--- config.mk ---
export PLATFORM = sky130hd
export DESIGN_NAME = vdp_cpu_port
export DESIGN_NICKNAME = d
export VERILOG_FILES = /design/src/rtl/vdp_cpu_port.sv
export SDC_FILE = /design/constraint.sdc
export NUM_CORES = 1
export LEC_CHECK = 0
export BUFFER_PORTS_ARGS = -buffer_cell sky130_fd_sc_hd__buf_2
export CORE_MARGIN = 2
export CORE_UTILIZATION = 50
export DETAILED_ROUTE_END_ITERATION = 6
export GPL_TIMING_DRIVEN = 0
export PLACE_DENSITY = 0.71
export SLEW_MARGIN = 20
export SYNTH_ARGS = -nofsm -noshare
export SYNTH_HDL_FRONTEND = slang
export SYNTH_SLANG_ARGS = --single-unit
--- constraint.sdc ---
create_clock -name clk -period 3 [get_ports clk]
set_clock_uncertainty 0.05 [all_clocks]
set_input_delay 0.3 -clock clk [delete_from_list [all_inputs] [get_ports clk]]
set_output_delay 0.3 -clock clk [all_outputs]
set_load 0.03 [all_outputs]
--- src/rtl/vdp_cpu_port.sv ---
// CPU-side bus port for the VDP: captures CPU bus cycles on cpu_phi2, queues them, replays as vdp pulses.
// Optional VDP_PORT_STATUS_EN: address-3 reads return port status instead of being queued.
module vdp_cpu_port #(
  parameter int unsigned FIFO_DEPTH = 4
) (
  input  logic       clk,
  input  logic       reset,
  input  logic       cpu_phi2,
  input  logic       cpu_cs,
  input  logic       cpu_rw,
  input  logic [1:0] cpu_addr,
  input  logic [7:0] cpu_wdata,
  output logic [7:0] cpu_rdata,
  output logic [1:0] vdp_mode,
  output logic       vdp_write,
  output logic       vdp_read,
  output logic [7:0] vdp_data,
  input  logic       vdp_ready,
  input  logic [7:0] vdp_rdata,
  input  logic       vdp_rvalid,
  output logic       fifo_full,
  output logic       overflow
);

  localparam int unsigned PTR_W = (FIFO_DEPTH > 1) ? $clog2(FIFO_DEPTH) : 1;
  localparam int unsigned CNT_W = PTR_W + 1;

  typedef struct packed {
    logic       rw;
    logic [1:0] addr;
    logic [7:0] data;
  } entry_t;

  logic             phi2_q;
  logic             sh_cs;
  logic             sh_rw;
  logic [1:0]       sh_addr;
  logic [7:0]       sh_data;
  entry_t           mem [FIFO_DEPTH];
  entry_t           head_c;
  logic [PTR_W-1:0] wr_ptr;
  logic [PTR_W-1:0] rd_ptr;
  logic [CNT_W-1:0] count;
  logic [CNT_W-1:0] count_nxt_c;
  logic [7:0]       rd_latch;
  logic             commit_c;
  logic             status_rd_c;
  logic             push_req_c;
  logic             empty_c;
  logic             full_c;
  logic             pop_c;
  logic             push_c;
  logic             drop_c;

  // Commit on the first clk edge that sees phi2 low after being high
  assign commit_c = phi2_q & ~cpu_phi2;

`ifdef VDP_PORT_STATUS_EN
  assign status_rd_c = commit_c & sh_cs & sh_rw & (sh_addr == 2'd3);
  assign cpu_rdata   = (cpu_phi2 && sh_addr == 2'd3) ?
                       {fifo_full, overflow, 5'b0_0000, empty_c} : rd_latch;
`else
  assign status_rd_c = 1'b0;
  assign cpu_rdata   = rd_latch;
`endif

  assign push_req_c  = commit_c & sh_cs & ~status_rd_c;
  assign empty_c     = (count == '0);
  assign full_c      = (count == CNT_W'(FIFO_DEPTH));
  assign pop_c       = ~empty_c & vdp_ready;
  assign push_c      = push_req_c & (~full_c | pop_c);
  assign drop_c      = push_req_c & full_c & ~pop_c;
  assign count_nxt_c = count + CNT_W'(push_c) - CNT_W'(pop_c);
  assign head_c      = mem[rd_ptr];

  // Bus sampling: phi2 delay and shadow of the CPU bus while phi2 is high
  always_ff @(posedge clk or posedge reset) begin
    if (reset) begin
      phi2_q  <= 1'b0;
      sh_cs   <= 1'b0;
      sh_rw   <= 1'b0;
      sh_addr <= 2'd0;
      sh_data <= 8'h00;
    end else begin
      phi2_q <= cpu_phi2;
      if (cpu_phi2) begin
        sh_cs   <= cpu_cs;
        sh_rw   <= cpu_rw;
        sh_addr <= cpu_addr;
        sh_data <= cpu_wdata;
      end
    end
  end

  // Queue storage; contents are don't-care until pointed at by a valid count
  always_ff @(posedge clk) begin
    if (push_c) begin
      mem[wr_ptr] <= entry_t'({sh_rw, sh_addr, sh_data});
    end
  end

  // Queue pointers, count and status flags
  always_ff @(posedge clk or posedge reset) begin
    if (reset) begin
      wr_ptr    <= '0;
      rd_ptr    <= '0;
      count     <= '0;
      fifo_full <= 1'b0;
      overflow  <= 1'b0;
    end else begin
      if (push_c) wr_ptr <= wr_ptr + PTR_W'(1);
      if (pop_c)  rd_ptr <= rd_ptr + PTR_W'(1);
      count     <= count_nxt_c;
      fifo_full <= (count_nxt_c == CNT_W'(FIFO_DEPTH));
      if (drop_c) begin
        overflow <= 1'b1;
      end else if (status_rd_c) begin
        overflow <= 1'b0;
      end
    end
  end

  // Drain side: one-cycle pulses; mode/data hold between pulses
  always_ff @(posedge clk or posedge reset) begin
    if (reset) begin
      vdp_mode  <= 2'd0;
      vdp_data  <= 8'h00;
      vdp_write <= 1'b0;
      vdp_read  <= 1'b0;
    end else begin
      vdp_write <= pop_c & ~head_c.rw;
      vdp_read  <= pop_c & head_c.rw;
      if (pop_c) begin
        vdp_mode <= head_c.addr;
        vdp_data <= head_c.data;
      end
    end
  end

  // Read-ahead latch
  always_ff @(posedge clk or posedge reset) begin
    if (reset) begin
      rd_latch <= 8'h00;
    end else if (vdp_rvalid) begin
      rd_latch <= vdp_rdata;
    end
  end

endmodule

==> After elaboration in Yosys (flattened, before gate mapping) <==
Memories as Yosys holds them, arrays and structs flattened.
Cells that the tools add are included.
Widths: inputs -> output; s select.
{ "op_classes": {"add_sub_neg": 4, "eq_ne": 2, "mux": 2, "bitwise_logic": 14, "reduce_logical": 1} }
{ "ops": {"columns": ["operator", "count"], "rows": [
  ["$and 1x1->1", 8],
  ["$eq 3x3->1 const B", 2],
  ["$not 1->1", 5],
  ["$add 2x1->2 const B", 2],
  ["$add 3x1->3", 1],
  ["$logic_not 3->1", 1],
  ["$sub 3x1->3", 1],
  ["$mux 1", 2],
  ["$or 1x1->1", 1]
]} }
{ "totals": {"register_bits": 42, "ram_bits": 44, "input_bits": 25, "memories": 1} }
{ "memory_table": {"columns": ["memory", "depth", "word_bits", "read_ports", "rd_clocked_by_memory_dff", "write_ports", "line", "rtl"], "rows": [
  ["mem", 4, 11, 1, 0, 1, "39", "entry_t mem [FIFO_DEPTH];"]
]} }

==> Longest topological paths before layout <==
Gate-level depths: netlist of run 1.
{ "depth": {"ltp_word": 8, "depth_mapped": 10, "mapped_depth_nobuf": 10} }

==> Worst setup path after synthesis of run 1 <==
No wires, ideal clock.
{ "synth_path": {"path_type": "reg-to-reg", "from": "register count[1]", "to": "register fifo_full", "setup_ns": 0.088, "arrival_ns": 2.289, "required_ns": 2.862, "path_slack_ns": 0.573, "path_stages_with_launch": 11, "path_buffers": 1, "period_less_slack_ns": 2.427, "cell_sequence": "dfrtp_1 -> o31ai_4 -> inv_2 -> buf_2 -> ha_1 -> inv_1 -> ha_1 -> fa_1 -> xor2_1 -> xnor2_1 -> nor3b_1"} }
{ "synth_between": {"elab_chain_cells": 8, "elab_cells_between_ends": 10} }
{ "synth_lines": {"columns": ["item", "line", "rtl"], "rows": [
  ["from (decl)", "43", "logic [CNT_W-1:0] count;"],
  ["from (signal assigned)", "113", "count <= count_nxt_c;"],
  ["$logic_not 3->1 (*)", "68", "assign empty_c = (count == '0);"],
  ["$not 1->1 (*)", "70", "assign pop_c = ~empty_c & vdp_ready;"],
  ["$and 1x1->1 (*)", "70", null],
  ["via pop_c", "51", "logic pop_c;"],
  ["$or 1x1->1", "71", "assign push_c = push_req_c & (~full_c | pop_c);"],
  ["$and 1x1->1", "71", null],
  ["$add 3x1->3", "73", "assign count_nxt_c = count + CNT_W'(push_c) - CNT_W'(pop_c);"],
  ["$sub 3x1->3 (*)", "73", null],
  ["via count_nxt_c[2]", "44", "logic [CNT_W-1:0] count_nxt_c;"],
  ["$eq 3x3->1 (*)", "114", "fifo_full <= (count_nxt_c == CNT_W'(FIFO_DEPTH));"],
  ["to (signal assigned)", "114", null],
  ["to (decl)", "21", "output logic fifo_full,"]
]} }
Mark *: on every way through the listed nets, which the timed path passes. The rest lies on a longest branch.
A chain may end at the register's enable or synchronous reset.

==> Worst setup path after layout of run 1 <==
Same ends and word-level chain as after synthesis.

==> results of run 1 <==
[worst max-delay path, stage by stage, from the launching register on]
cell	delay, ns
dfrtp_1	0.47
o31ai_4	0.34
inv_2	0.10
buf_2	0.21
ha_1	0.30
inv_1	0.04
ha_1	0.18
fa_1	0.37
xor2_1	0.16
xnor2_1	0.18
nor3b_1	0.21
[state kept, by name, indices dropped and copies added (netlist names), 2 cells and up]
name	count
sh_addr	2
mem	44
sh_data	8
vdp_data	8
vdp_mode	2
count	3
wr_ptr	2
rd_ptr	2
cpu_rdata	8
[placed cells by master, fill, tap and decap left out]
master / instances
buf_2: 49
edfxtp_1: 44
dfrtp_1: 42
nand2_1: 32
mux2_2: 20
clkbuf_8: 9
mux4_2: 8
inv_1: 6
ha_1: 6
and2_1: 5
xnor2_1: 4
mux4_1: 3
bufinv_16: 3
inv_2: 2
nor2_1: 2
clkinv_2: 2
clkbuf_1: 1
o31ai_4: 1
buf_6: 1
nor4b_4: 1
nor3_4: 1
xor2_1: 1
nor3b_1: 1
mux2_4: 1
a21o_1: 1
fa_1: 1
clkinv_4: 1
clkinv_1: 1
dlygate4sd3_1: 1
buf_12: 1
[per-stage QoR]
stage	worst slack [ns]	util, %	hold slack (ns)	area [sq um]
after floorplan	0.573	-	0.281	3310
after global routing	0.105	61.1	0.107	3900
after global placement	0.321	56.9	0.389	3630
final	0.308	61.1	0.113	3900
after detailed placement	0.300	57.2	0.234	3650
after CTS	0.274	61.1	0.0961	3900
[worst max path at each step]
stage               slack [ns]  cells after the start         to      from
detailed placement        0.30                     10  fifo_full  count[1]
CTS                       0.27                     10  fifo_full  count[1]
floorplan                 0.57                     10  fifo_full  count[1]
finish                    0.31                     10  fifo_full  count[1]
global placement          0.32                     10  fifo_full  count[1]
global route              0.10                     10  fifo_full  count[1]
[power groups by stage]
stage	combinational (mW)	clock, mW	sequential (mW)
6_report	0.932	0.940	1.60
5_1_grt	1.03	1.00	1.63
4_1_cts	0.952	0.959	1.60
3_5_place_dp	0.947	0	1.62
3_3_place_gp	0.925	0	1.61
2_1_floorplan	0.519	0	1.79
[area by class of cell]
cell class	count	area, sq um
tap	77	96.3
multi-input combinational	88	873
fill	497	2490
sequential	86	2370
inverter	8	30.0
clock inverter	7	113
clock buffer	9	124
timing repair buffer	47	255
buffer	6	35.0
[logic make-up after synthesis]
| kind of cell | after synthesis |
|---|---|
| xor gates and xnor gates | 5 |
| adders and majority gates | 7 |
| AOI/OAI and AO/OA | 2 |
| and+or+nand+nor | 42 |
| buffers and inverters | 14 |
| muxes | 32 |
| DFF | 86 |
[per-layer routing]
| layer | vias up | part of all wire, % | global-route usage [%] |
|---|---|---|---|
| li1 | 787 | - | - |
| met1 | 827 | 43 | 20.8 |
| met2 | 50 | 50 | 26.9 |
| met3 | 12 | 5.1 | 3.79 |
| met4 | 0 | 1.7 | 6.93 |
| met5 | - | 0 | 0 |
==> impl_metrics.ini, run 1 <==
[run_status]
status = finished, final reports clean

[drt]
drt_iter0_markers = 54
ant_nets = 0
wl_per_cell_um = 16.0
viasPerCell = 5.11
remaining_drc_errors = 0
finalWirelength_um = 5260
via_count = 1676
drtPass1Iterations = 4

[min_path]
min_path_cells = 1
whs_endpoint = phi2_q
hp-class = in -> reg
min_from = cpu_phi2

[power]
pwr-share-seq_pct = 46.1
p_comb_share_pct = 26.9
p_sw_share_pct = 30.7
p_total_mw = 3.47
peakVddDrop_v = 0.000478
internal_power_mw = 2.40
powerDensity_mw_per_mm2 = 890
power.switching_mw = 1.07
p_clk_share_pct = 27.1
p_leak_nw = 1.65

[die]
die_w_um = 85.4
fp.dieArea_sq_mm = 0.00729
die_h_um = 85.4
ios = 47
core_area_sq_mm = 0.00639
start_util_pct = 51.8
num_rows = 29

[timing]
final_max_slew_viol_count = 0
fmax_ghz = 0.371
period_share_pct = 89.7
slew_headroom_pct = 59.5
period_minus_slack_ns = 2.69
final_hold_viol_count = 0
worst_pin_slew_ns = 0.608
finalSetupViolations = 0
rsz0062_at_grt = no
finalSetupTns_ns = 0

[synth]
syn_nets = 220
yosys.cell_types.count = 23
yosysMostFrequentCell = edfxtp_1
ys_top_cells_by_area = edfxtp_1 (40%), dfrtp_1 (32%), mux2_2 (6.8%), mux4_2 (5.4%), nand2_1 (3.6%)
synthMuxAreaShare_pct = 15.1
synth_edf_count = 44
syn_avg_cell_area_sq_um = 17.6
synth-xor-area-share_pct = 1.32
synth_compound_area_share_pct = 0.869
yosysSeqAreaShare_pct = 71.7
ys_async_sr_fraction_pct = 48.8
synth_top_family_by_area = multiplexers
yosys.area_share.simple_pct = 6.24
yosysTopAreaCellShare_pct = 39.9
ys_top_cells_by_count = edfxtp_1 (44), dfrtp_1 (42), nand2_1 (32)
synth_adder_area_share_pct = 2.87
synth_ff_type = edfxtp_1
syn_inst = 188
ys_warn_count = 0
synth_seq_cells = 86
synthesis.area_sq_mm = 0.00331
synth_area_leader_cell = edfxtp_1

[final_layout]
num_antenna_cells = 0
final_cell_count_no_fill = 328
syn_to_final_growth_pct = 17.8
drive_gt1_share_pct = 39.8
fin_nets = 278

[critical_path]
crit_arrival_ns = 2.90
endpoint_kind = flip-flop
r2r-start = count[1]
crit_type = reg -> reg
cp_max_fo = 10
worstPathRequired_ns = 3.21
regToRegEndpoint = fifo_full
critPathLaunchType = flip-flop
worstRegToRegCells = 10
r2r_slack_ns = 0.31

[clock_network]
cts_hold_buf = 1
ctsResizeCount = 0
cts_tree = done
post-cts-setup-buffers = 0
cts_sinks = 86
cts_buffer_depth = 2
clkLatencyLatePin_ns = 0.34
htree_levels = 3
numCtsBuffers = 9
cts_root_buf = clkbuf_8
clk_pin_slew_worst_paths_ns = 0.08

[grt]
grt_remaining_overflow = 0
grt_pass1_vias = 1776
track_usage_pct = 16.3
grt_pass1_wl_um = 8850
grt_max_degree = 29
grt_antenna_before_repair = 0

[placement]
dp_hpwl_um = 3510
io_buffers = 45
dp.cells = 311
gp_congestion = 0.684

[run]
maxCapViolCount = 0
Note: power is estimated with default switching activity, not from simulation.
==> run 2, diff against run 1 <==
==> constraint.sdc (replaced) <==
create_clock -name clk -period 2.62 [get_ports clk]
set_clock_uncertainty 0.05 [all_clocks]
set_input_delay 0.262 -clock clk [delete_from_list [all_inputs] [get_ports clk]]
set_output_delay 0.262 -clock clk [all_outputs]
set_load 0.03 [all_outputs]
==> run 2 against run 1 <==
Net effect: setup slack worse by 0.16 ns; wire length decreased by 0.48%; via count down 0.12%; cell area up 0.22%; maximum frequency increased by 8.7%; worst hold slack got worse by 0.038 ns; global-route usage increased by 0.063 points; flip-flop and latch count unchanged; die area is the same; sequential power rose by 14%; power rose by 15%; count of clock-buffer cells in the layout is the same; largest cell class unchanged; highest routed layer unchanged.
==> impl_metrics.ini, run 2 (synthesis gave the netlist of run 1 again) <==
[run_status]
status = finished, final reports clean

[power]
p_total_mw = 3.99
powerDensity_mw_per_mm2 = 1020
peakVddDrop_v = 0.000547
p_leak_nw = 1.65

[drt]
wl_per_cell_um = 16.0
remaining_drc_errors = 0
ant_nets = 0
via_count = 1674
viasPerCell = 5.10
drtPass1Iterations = 4
finalWirelength_um = 5240
drt_iter0_markers = 52

[clock_network]
cts_buffer_depth = 2
cts_root_buf = clkbuf_8
clkLatencyLatePin_ns = 0.34
htree_levels = 3
numCtsBuffers = 9
cts_sinks = 86
clk_pin_slew_worst_paths_ns = 0.08
cts_tree = done

[die]
die_w_um = 85.4
die_h_um = 85.4
core_area_sq_mm = 0.00639
start_util_pct = 51.8
num_rows = 29
ios = 47
fp.dieArea_sq_mm = 0.00729

[final_layout]
largest_reg_flops = 44
max_flop_register = mem
syn_to_final_growth_pct = 18.0
fillCellCount = 498
fin_nets = 278
mostFrequentLayoutCell = buf_2
drive_gt1_share_pct = 40.6
num_antenna_cells = 0
final_cell_mix = buf_2 (48), edfxtp_1 (44), dfrtp_1 (41)
fin_util_pct = 61.2
fin_area_sq_mm = 0.00391

[grt]
grt_pass1_wl_um = 8900
grt_antenna_before_repair = 0
grt_remaining_overflow = 0
grt_pass1_vias = 1787
track_usage_pct = 16.3
grt_max_degree = 29

[critical_path]
cp_max_fo = 13
worstPathRequired_ns = 2.84
startpoint = count[1]
worstRegToRegCells = 9
critPathLaunchType = flip-flop
r2r_slack_ns = 0.14
r2r-start = count[1]
endpoint_kind = flip-flop
crit_arrival_ns = 2.69
crit_type = reg -> reg
critPathCapture = fifo_full
regToRegEndpoint = fifo_full

[timing]
hold_slack_ns = 0.0742
worst_pin_slew_ns = 0.600
period_minus_slack_ns = 2.48
period_share_pct = 94.5
setup_ws_ns = 0.144
slew_headroom_pct = 60.0
fmax_ghz = 0.404
final_max_slew_viol_count = 0
finalSetupViolations = 0
final_hold_viol_count = 0
rsz0062_at_grt = no

[placement]
gp_congestion = 0.684
dp_hpwl_um = 3510
place_ws_ns = -0.0796
placed_area_sq_mm = 0.00365
io_buffers = 45

[run]
maxCapViolCount = 0

[min_path]
hp-class = in -> reg
min_path_cells = 1
## run 2: cell type report
cell class	instances	area (sq um)	area share (%)
sequential	86	2370	60.7
timing repair buffer	48	263	6.72
clock buffer	9	124	3.17
tap	77	96.3	2.47
inverter	8	30.0	0.768
buffer	5	30.0	0.768
multi-input combinational	88	878	22.5
clock inverter	7	113	2.88
## run 2: through the flow
step           setup TNS (ns)  instances
3_3_place_gp          -0.0593        310
3_5_place_dp          -0.0796        311
2_1_floorplan               0        188
5_1_grt                     0        328
6_report                    0        328
4_1_cts                     0        329
## run 2: repair_timing
action | 4_1_cts | 5_1_grt
setup buffers | 1 | 0
endpoints found under the setup margin | 1 | 1
pin swaps | 1 | 1
endpoints found under the hold margin | 14 | 0
hold buffers | 1 | 0
gates resized for setup | 1 | 1
## run 2: critical path, stage by stage (launching register included)
cell and delay (ns):
dfrtp_2 0.46, o31ai_4 0.31, inv_2 0.18, ha_1 0.31, inv_1 0.04, ha_1 0.18, fa_1 0.37, xor2_1 0.16
xnor2_1 0.17, nor3b_2 0.18
## run 2: worst min-delay path by stage
stage              from   endpoint  slack [ns]
3_5_place_dp      reset  vdp_write        0.20
2_1_floorplan  cpu_phi2     phi2_q        0.24
3_3_place_gp   overflow   overflow        0.39
5_1_grt        cpu_phi2     phi2_q        0.07
4_1_cts        cpu_phi2     phi2_q        0.06
6_report       cpu_phi2     phi2_q        0.07
## run 2: layer usage
| layer | global-route usage [%] | share of wire [%] |
|---|---|---|
| met5 | 0 | 0 |
| met4 | 6.93 | 1.3 |
| met3 | 3.79 | 4.8 |
| met2 | 27.1 | 51 |
| met1 | 20.8 | 43 |
## run 2: power breakdown
group / internal (mW) / switching (mW) / total, mW
Clock: 0.628 / 0.445 / 1.07
Sequential: 1.67 / 0.163 / 1.83
Combinational: 0.470 / 0.614 / 1.08
Total: 2.76 / 1.22 / 3.99
